[config.mk]
export PLATFORM = sky130hd
export DESIGN_NAME = answer_judge_flat
export DESIGN_NICKNAME = d
export VERILOG_FILES = /design/src/rtl/answer_judge_if.sv /design/src/rtl/answer_judge.sv /design/src/flat_wrapper.sv
export SDC_FILE = /design/constraint.sdc
export NUM_CORES = 1
export LEC_CHECK = 0
export ABC_AREA = 1
export BUFFER_PORTS_ARGS = -buffer_cell sky130_fd_sc_hd__clkbuf_2
export CAP_MARGIN = 20
export CORE_MARGIN = 10
export CORE_UTILIZATION = 55
export CTS_CLUSTER_DIAMETER = 120
export DETAILED_ROUTE_END_ITERATION = 10
export PLACE_DENSITY = 0.82
export SKIP_CTS_REPAIR_TIMING = 1
export SLEW_MARGIN = 5
export SYNTH_ARGS = -nofsm -noshare
export SYNTH_HDL_FRONTEND = slang
export SYNTH_SLANG_ARGS = --single-unit
[constraint.sdc]
create_clock -name CLK -period 2.4 [get_ports CLK]
set_input_delay 0.12 -clock CLK [delete_from_list [all_inputs] [get_ports CLK]]
set_output_delay 0.12 -clock CLK [all_outputs]
set_load 0.01 [all_outputs]
[src/rtl/answer_judge_if.sv]
// Answer handshake between the quiz controller (master) and the judge (slave).
// Signal names follow the judge's external pin names.
interface answer_judge_if;
    logic       READY_IN;
    logic [2:0] SEL_IN;
    logic       DEC_IN;
    logic       CLR_IN;
    logic [2:0] ANS_IN;
    logic       QUE_OUT;
    logic       OK_OUT;
    logic [1:0] JUDG_OUT;
    logic [1:0] WRONG_OUT;
    logic [1:0] HP_OUT;
    logic [2:0] QNUM_OUT;
    logic       NEED_1SEC;
    logic [2:0] STATE_OUT;

    modport master (
        output READY_IN, SEL_IN, DEC_IN, CLR_IN, ANS_IN,
        input  QUE_OUT, OK_OUT, JUDG_OUT, WRONG_OUT, HP_OUT, QNUM_OUT, NEED_1SEC, STATE_OUT
    );

    modport slave (
        input  READY_IN, SEL_IN, DEC_IN, CLR_IN, ANS_IN,
        output QUE_OUT, OK_OUT, JUDG_OUT, WRONG_OUT, HP_OUT, QNUM_OUT, NEED_1SEC, STATE_OUT
    );
endinterface

[src/rtl/answer_judge.sv]
// Judge and score keeper for the factorization quiz; all outputs registered.
// Define HP_REFILL_EN to restore one HP (capped at HP_INIT) on each correct answer.
module answer_judge #(
    parameter int unsigned HP_INIT     = 3,
    parameter int unsigned NUM_Q       = 4,
    parameter int unsigned HOLD_CYCLES = 100000000
) (
    input logic            CLK,
    input logic            RST,
    answer_judge_if.slave  bus
);
    localparam int unsigned CntW = (HOLD_CYCLES > 1) ? $clog2(HOLD_CYCLES) : 1;
    localparam logic [CntW-1:0] CntLast = CntW'(HOLD_CYCLES - 1);
    localparam logic [1:0] HpInit = 2'(HP_INIT);
    localparam logic [2:0] QLast  = 3'(NUM_Q - 1);

    typedef enum logic [2:0] {
        StIdle  = 3'd0,
        StAsk   = 3'd1,
        StJudge = 3'd2,
        StHold  = 3'd3,
        StOver  = 3'd4,
        StWin   = 3'd5
    } state_e;

    state_e          state_q, state_d;
    logic            que_q, que_d;
    logic            ok_q, ok_d;
    logic [1:0]      judg_q, judg_d;
    logic [1:0]      wrong_q, wrong_d;
    logic [1:0]      hp_q, hp_d;
    logic [2:0]      qnum_q, qnum_d;
    logic            need_q, need_d;
    logic [CntW-1:0] cnt_q, cnt_d;
    logic            dec_q, dec_d;
    logic [2:0]      sel_q, sel_d;
    logic            dec_rise;

    assign dec_rise = bus.DEC_IN & ~dec_q;

    always_comb begin
        state_d = state_q;
        que_d   = que_q;
        ok_d    = 1'b0;
        judg_d  = judg_q;
        wrong_d = wrong_q;
        hp_d    = hp_q;
        qnum_d  = qnum_q;
        need_d  = need_q;
        cnt_d   = cnt_q;
        dec_d   = bus.DEC_IN;
        sel_d   = sel_q;

        if (bus.CLR_IN) begin
            state_d = StIdle;
            que_d   = 1'b0;
            judg_d  = 2'b00;
            wrong_d = 2'b00;
            hp_d    = HpInit;
            qnum_d  = 3'd0;
            need_d  = 1'b0;
            cnt_d   = '0;
            dec_d   = 1'b0;
            sel_d   = 3'd0;
        end else begin
            unique case (state_q)
                StIdle: begin
                    if (bus.READY_IN) begin
                        state_d = StAsk;
                        que_d   = 1'b1;
                    end
                end
                StAsk: begin
                    que_d = 1'b1;
                    if (dec_rise) begin
                        sel_d   = bus.SEL_IN;
                        state_d = StJudge;
                        que_d   = 1'b0;
                    end
                end
                StJudge: begin
                    state_d = StHold;
                    need_d  = 1'b1;
                    cnt_d   = '0;
                    if (sel_q == bus.ANS_IN) begin
                        judg_d = 2'b01;
                        ok_d   = 1'b1;
`ifdef HP_REFILL_EN
                        hp_d   = (hp_q < HpInit) ? hp_q + 2'd1 : HpInit;
`else
                        hp_d   = hp_q;
`endif
                    end else begin
                        judg_d  = 2'b10;
                        wrong_d = (wrong_q == 2'd3) ? 2'd3 : wrong_q + 2'd1;
                        hp_d    = (hp_q == 2'd0) ? 2'd0 : hp_q - 2'd1;
                    end
                end
                StHold: begin
                    if (cnt_q == CntLast) begin
                        cnt_d  = '0;
                        need_d = 1'b0;
                        if (hp_q == 2'd0) begin
                            state_d = StOver;
                            judg_d  = 2'b10;
                        end else if (judg_q == 2'b01 && qnum_q == QLast) begin
                            state_d = StWin;
                            judg_d  = 2'b11;
                        end else begin
                            // Correct advances the question; wrong retries the same one.
                            if (judg_q == 2'b01) qnum_d = qnum_q + 3'd1;
                            judg_d  = 2'b00;
                            state_d = StAsk;
                            que_d   = 1'b1;
                        end
                    end else begin
                        cnt_d = cnt_q + 1'b1;
                    end
                end
                StOver: begin
                    judg_d = 2'b10;
                    hp_d   = 2'd0;
                    que_d  = 1'b0;
                end
                StWin: begin
                    judg_d = 2'b11;
                    que_d  = 1'b0;
                end
                default: state_d = StIdle;
            endcase
        end
    end

    always_ff @(posedge CLK) begin
        if (RST) begin
            state_q <= StIdle;
            que_q   <= 1'b0;
            ok_q    <= 1'b0;
            judg_q  <= 2'b00;
            wrong_q <= 2'b00;
            hp_q    <= HpInit;
            qnum_q  <= 3'd0;
            need_q  <= 1'b0;
            cnt_q   <= '0;
            dec_q   <= 1'b0;
            sel_q   <= 3'd0;
        end else begin
            state_q <= state_d;
            que_q   <= que_d;
            ok_q    <= ok_d;
            judg_q  <= judg_d;
            wrong_q <= wrong_d;
            hp_q    <= hp_d;
            qnum_q  <= qnum_d;
            need_q  <= need_d;
            cnt_q   <= cnt_d;
            dec_q   <= dec_d;
            sel_q   <= sel_d;
        end
    end

    assign bus.QUE_OUT   = que_q;
    assign bus.OK_OUT    = ok_q;
    assign bus.JUDG_OUT  = judg_q;
    assign bus.WRONG_OUT = wrong_q;
    assign bus.HP_OUT    = hp_q;
    assign bus.QNUM_OUT  = qnum_q;
    assign bus.NEED_1SEC = need_q;
    assign bus.STATE_OUT = state_q;
endmodule
[src/flat_wrapper.sv]
// flat-port wrapper written by rule: the top's interface ports become plain ports
module answer_judge_flat 
#(
    parameter int unsigned HP_INIT     = 3,
    parameter int unsigned NUM_Q       = 4,
    parameter int unsigned HOLD_CYCLES = 100000000
)
  (CLK, RST, bus_READY_IN, bus_SEL_IN, bus_DEC_IN, bus_CLR_IN, bus_ANS_IN, bus_QUE_OUT, bus_OK_OUT, bus_JUDG_OUT, bus_WRONG_OUT, bus_HP_OUT, bus_QNUM_OUT, bus_NEED_1SEC, bus_STATE_OUT);
  answer_judge_if bus_i ();
  input logic CLK;
  input logic RST;
  input wire logic [$bits(bus_i.READY_IN)-1:0] bus_READY_IN;
  input wire logic [$bits(bus_i.SEL_IN)-1:0] bus_SEL_IN;
  input wire logic [$bits(bus_i.DEC_IN)-1:0] bus_DEC_IN;
  input wire logic [$bits(bus_i.CLR_IN)-1:0] bus_CLR_IN;
  input wire logic [$bits(bus_i.ANS_IN)-1:0] bus_ANS_IN;
  output wire logic [$bits(bus_i.QUE_OUT)-1:0] bus_QUE_OUT;
  output wire logic [$bits(bus_i.OK_OUT)-1:0] bus_OK_OUT;
  output wire logic [$bits(bus_i.JUDG_OUT)-1:0] bus_JUDG_OUT;
  output wire logic [$bits(bus_i.WRONG_OUT)-1:0] bus_WRONG_OUT;
  output wire logic [$bits(bus_i.HP_OUT)-1:0] bus_HP_OUT;
  output wire logic [$bits(bus_i.QNUM_OUT)-1:0] bus_QNUM_OUT;
  output wire logic [$bits(bus_i.NEED_1SEC)-1:0] bus_NEED_1SEC;
  output wire logic [$bits(bus_i.STATE_OUT)-1:0] bus_STATE_OUT;
  assign bus_i.READY_IN = bus_READY_IN;
  assign bus_i.SEL_IN = bus_SEL_IN;
  assign bus_i.DEC_IN = bus_DEC_IN;
  assign bus_i.CLR_IN = bus_CLR_IN;
  assign bus_i.ANS_IN = bus_ANS_IN;
  assign bus_QUE_OUT = bus_i.QUE_OUT;
  assign bus_OK_OUT = bus_i.OK_OUT;
  assign bus_JUDG_OUT = bus_i.JUDG_OUT;
  assign bus_WRONG_OUT = bus_i.WRONG_OUT;
  assign bus_HP_OUT = bus_i.HP_OUT;
  assign bus_QNUM_OUT = bus_i.QNUM_OUT;
  assign bus_NEED_1SEC = bus_i.NEED_1SEC;
  assign bus_STATE_OUT = bus_i.STATE_OUT;
  answer_judge #(.HP_INIT(HP_INIT), .NUM_Q(NUM_Q), .HOLD_CYCLES(HOLD_CYCLES)) u_core (.CLK(CLK), .RST(RST), .bus(bus_i));
endmodule
Word-level counts from Yosys, hierarchy flattened
Cells that the tools add are included.

cells by class
  multiplexer cells = 26
  equal/unequal tests = 16
  add/subtract/negate cells = 4
  bitwise gates (word level) = 7
  div/mod/pow operators = 0
  multiply operators = 0
  reductions and logical operators = 18
  shift operators = 0
  $lt $le $gt $ge = 0

operator list
  kind                   count
  $pmux 27 s2            1
  $add 27x1->27 const B  1
  $eq 27x27->1 const B   1
  $mux 27                1
  $mux 3                 5
  $pmux 3 s5             1
  $mux 2                 7
  $reduce_and 2->1       5
  $reduce_and 5->1       2
  $eq 3x2->1 const B     3
  $ne 2x2->1 const B     4
  $pmux 2 s4             1
  $reduce_bool 4->1      2
  $mux 1                 7
  $eq 3x3->1 const B     2
  $not 1->1              6
  $ne 2x1->1 const B     2
  $pmux 1 s4             1
  $pmux 2 s2             1
  $reduce_and 4->1       1
  $reduce_bool 2->1      2
  $reduce_or 2->1        2
  $add 3x1->3 const B    1
  $eq 3x1->1 const B     1
  other kinds (11)       11

storage, ports and cells
  bits in latches = 0
  RAM bits = 0
  logic and storage cells = 82
  memory bits (read-only) = 0
  memories kept = 0
  register bits = 46
  input port bits = 11

Depth between registers and ports, before layout
  word-level depth = 6
  depth in mapped cells = 12

Worst setup path after synthesis
No wires, ideal clock.

  path kind = register to register
  from = register u_core.state_q[2] (netlist: u_core.bus.STATE_OUT[2])
  to = register u_core.cnt_q[26]
  path slack = 0.637 ns
  setup time = 0.112 ns
  buffers on the path = 1
  clock period less this slack = 1.763 ns
  data arrival time = 1.651 ns
  cell stages (with the launch flop) = 13
  cell sequence = dfxtp_1 inv_1 ha_1 buf_4 nand2_1 nor2_2 nand2_2 nor2_2 nand3_1 nor2_1 or2_2 inv_1 nor2_1

on the way
  longest elaborated chain between the ends = 2
  elaborated cells on any way between the ends = 4
  classes of those cells = 2 x eq/ne; 1 x mux; 1 x reduce/logical

RTL lines
  what                                                     RTL line             text
  start, declared                                          answer_judge.sv:26   state_e state_q, state_d;
  start signal, assigned                                   answer_judge.sv:136  state_q <= StIdle;
  start signal, assigned                                   answer_judge.sv:148  state_q <= state_d;
  $eq 3x2->1                                               answer_judge.sv:66   unique case (state_q)
  $pmux 27 s2 / $reduce_bool 2->1 (equally long branches)  -
  end signal, assigned                                     answer_judge.sv:156  cnt_q <= cnt_d;
  end, declared                                            answer_judge.sv:34   logic [CntW-1:0] cnt_q, cnt_d;

Several ways; a longest one is shown, not always the timed one.
A chain may end at the register's enable or synchronous reset.

Final worst setup path
  from = register u_core.state_q[2] (netlist: u_core.bus.STATE_OUT[2])
  to = register u_core.cnt_q[13]

The elaborated chain is that of the path after synthesis.

==> metrics.cfg <==
[worst_setup_path]
worstSetupPathType=flip-flop to flip-flop
path_depth=9
worst_path_most_repeated_cell=inv_1
r2r_start=u_core.bus.STATE_OUT[2]
ff2ff_path_depth=9
worstPathMaxFanout=8
crit_family=simple AND/OR/NAND/NOR gates
critical-path-max-stage-delay_ns=0.39
worstPathRequired_ns=2.60
slowest_stage=dfxtp_1
start_kind=flip-flop
cp.arrival_ns=2.26
cp-end-kind=flip-flop
path_cells=inv_1 -> ha_1 -> inv_2 -> nor2_4 -> nand3_2 -> nor2_2 -> inv_1 -> nor3_1 -> nor3_2
r2r_end=u_core.cnt_q[13]
rrSetupSlack_ns=0.34
path_buf_inv=3

[logic_synthesis]
synth_area_leaders=dfxtp_1, nand2_1, nor2_1
synth_top_area_share_pct=35.6
mappedNetlistNets=402
avgSynthCellArea_sq_um=6.72
synth_seq_cells=46
synth_cells=385
synth_area_leader_cell=dfxtp_1
ys_types=30
ys_seq_area_share_pct=35.6
synth_warnings=0
synthesis.area_sq_um=2590

[floorplan]
start_util_pct=58.2
core_sq_um=4440
die_w_um=88.6
num_io_pins=26
die_area_sq_um=7840
num_rows=24
die_h_um=88.6

[sta]
skew_ns=0.00929
fin_tns_setup_ns=0
tightest_slew_ns=0.492
relSlewSlack_pct=67.1
period_needed_ns=2.06
fin_crit_sh_pct=85.7
fmax_mhz=486
drv_slew=0
setup_viol=0
hold_viol=0
rsz0062_at_grt=false

[worst_hold_path]
hold_depth=3
holdPathEnd=u_core.dec_q
min_from=bus_DEC_IN
hold_path.class=primary input to flip-flop

[placed_design]
port_buffers=25
place_congestion=0.912
dp_hpwl_um=4380
dpl_cell_area_sq_um=2750

[clock_tree]
cts_buffer_depth=2
insertion_delay_ns=0.31
clkTransAtPathRegs_ns=0.09
cts.sinks=46
tritoncts=done
cts_buffers=5
cts_root_buf=clkbuf_8
htreeDepth=2

[detailed_routing]
drt_iter0_drc=182
drc=0
drt_pass1_iterations=4
viasPerCell=5.09
ant_nets=0
via_count=2375
wl_per_cell_um=12.1
routed_wirelength_um=5650

[grt]
grt_pass1_vias=2233
grt_overflow_total=0
grt_pass1_wl_um=9720
grt_use_met1_pct=18.8
use_met3_pct=4.41
grt_usage_pct=15.3
grt_max_degree=24
antenna_found_initial=0
grt-busiest-layer=met2
grt_use_met2_pct=25.5

[power_and_ir_drop]
powerDensity_nw_per_um2=517
peakVddDrop_mv=0.373
leakage_nw=1.12

[cells_and_area]
fin_area_sq_um=2840
drive_gt1_share_pct=17.3
finalNetCount=431
nFillCells=401
syn2layout_area_growth_pct=9.68
final_cell_mix=nand2_1, nor2_1, inv_1
n_antenna_cell=0
final_common_cell=nand2_1

[run]
max_cap_viol_count=0

[outcome]
outcome=finished clean

## cell type report
class / instances / area, sq um / area share, %
clock buffer: 5 / 68.8 / 2.43
timing repair buffer: 27 / 140 / 4.94
tap: 52 / 65.1 / 2.29
clock inverter: 3 / 21.3 / 0.750
multi-input combinational: 279 / 1410 / 49.8
inverter: 55 / 206 / 7.28
sequential: 46 / 921 / 32.5
## state kept, by name (all words and copies together) (netlist names)
| signal | count |
|---|---|
| u_core.bus.JUDG_OUT | 2 |
| u_core.bus.HP_OUT | 2 |
| u_core.cnt_q | 27 |
| u_core.bus.QNUM_OUT | 3 |
| u_core.bus.QUE_OUT | 1 |
| u_core.bus.NEED_1SEC | 1 |
| u_core.bus.STATE_OUT | 3 |
| u_core.bus.WRONG_OUT | 2 |
| u_core.dec_q | 1 |
| u_core.sel_q | 3 |
| u_core.bus.OK_OUT | 1 |
## worst max-delay path by stage
stage | endpoint | startpoint
floorplan | u_core.cnt_q[26] | u_core.bus.STATE_OUT[2]
global placement | u_core.cnt_q[13] | u_core.bus.STATE_OUT[2]
detailed placement | u_core.cnt_q[13] | u_core.bus.STATE_OUT[2]
CTS | u_core.cnt_q[13] | u_core.bus.STATE_OUT[2]
global route | u_core.cnt_q[13] | u_core.bus.STATE_OUT[1]
finish | u_core.cnt_q[13] | u_core.bus.STATE_OUT[2]
## power by group
| group | internal (mW) | switching (mW) |
|---|---|---|
| combinational | 0.0682 | 0.117 |
| clock | 0.205 | 0.282 |
| sequential | 0.777 | 0.0167 |
| total | 1.05 | 0.416 |
## routing by layer
metal	share of wire, %	wire, um
met5	0	0
met1	49	2760
met2	47	2630
met4	0.85	48
met3	3.7	210
## cells by family (layout without fill, tap and decap cells)
group | count (synthesis) | after routing | synth area share (%)
buffers and inverters | 60 | 90 | 9.72
AOI/OAI and AO/OA | 35 | 35 | 7.60
and+or+nand+nor | 227 | 227 | 40.4
xor gates and xnor gates | 11 | 11 | 3.73
adders and majority gates | 6 | 6 | 2.90
DFF | 46 | 46 | 35.6
## metrics by stage
| stage | instances | utilization [%] | hold WS, ns | worst slack [ns] | total power, mW |
|---|---|---|---|---|---|
| 2_1_floorplan | 385 | - | 0.232 | 0.637 | 0.949 |
| 3_3_place_gp | 459 | 61.8 | 0.359 | 0.482 | 0.997 |
| 3_5_place_dp | 459 | 61.8 | 0.361 | 0.384 | 0.996 |
| 4_1_cts | 467 | 63.8 | 0.0302 | 0.351 | 1.48 |
| 5_1_grt | 467 | 63.8 | 0.0458 | 0.125 | 1.54 |
| 6_report | 467 | 63.8 | 0.0356 | 0.343 | 1.47 |
## cells in the mapped netlist
library cell   n
nand3_1       25
nor3_2         5
nor4_1         1
a21oi_1       15
o21bai_1       1
nand2_4        2
o21ai_0       14
buf_4          2
buf_8          1
nor2_4         2
xnor2_1        4
and3_1         1
clkbuf_1       1
xor2_1         7
nand2_2        7
ha_1           6
nand3_2        2
nand3b_1       3
or2_2          3
nand4_1        6
nor2_2         6
inv_1         50
dfxtp_1       46
nor2_1        73
nor3_1        12
or2_1          1
inv_2          5
a21oi_2        5
nand2_1       78
buf_6          1
## worst register-to-register path, delay by kind of cell (launching register included)
| kind | cells | cell delay [ns] |
|---|---|---|
| flip-flops | 1 | 0.39 |
| adder cells (fa/ha/maj) | 1 | 0.38 |
| buffers and inverters | 3 | 0.40 |
| AND/OR/NAND/NOR | 5 | 0.77 |
(Power assumes the default switching activity.)
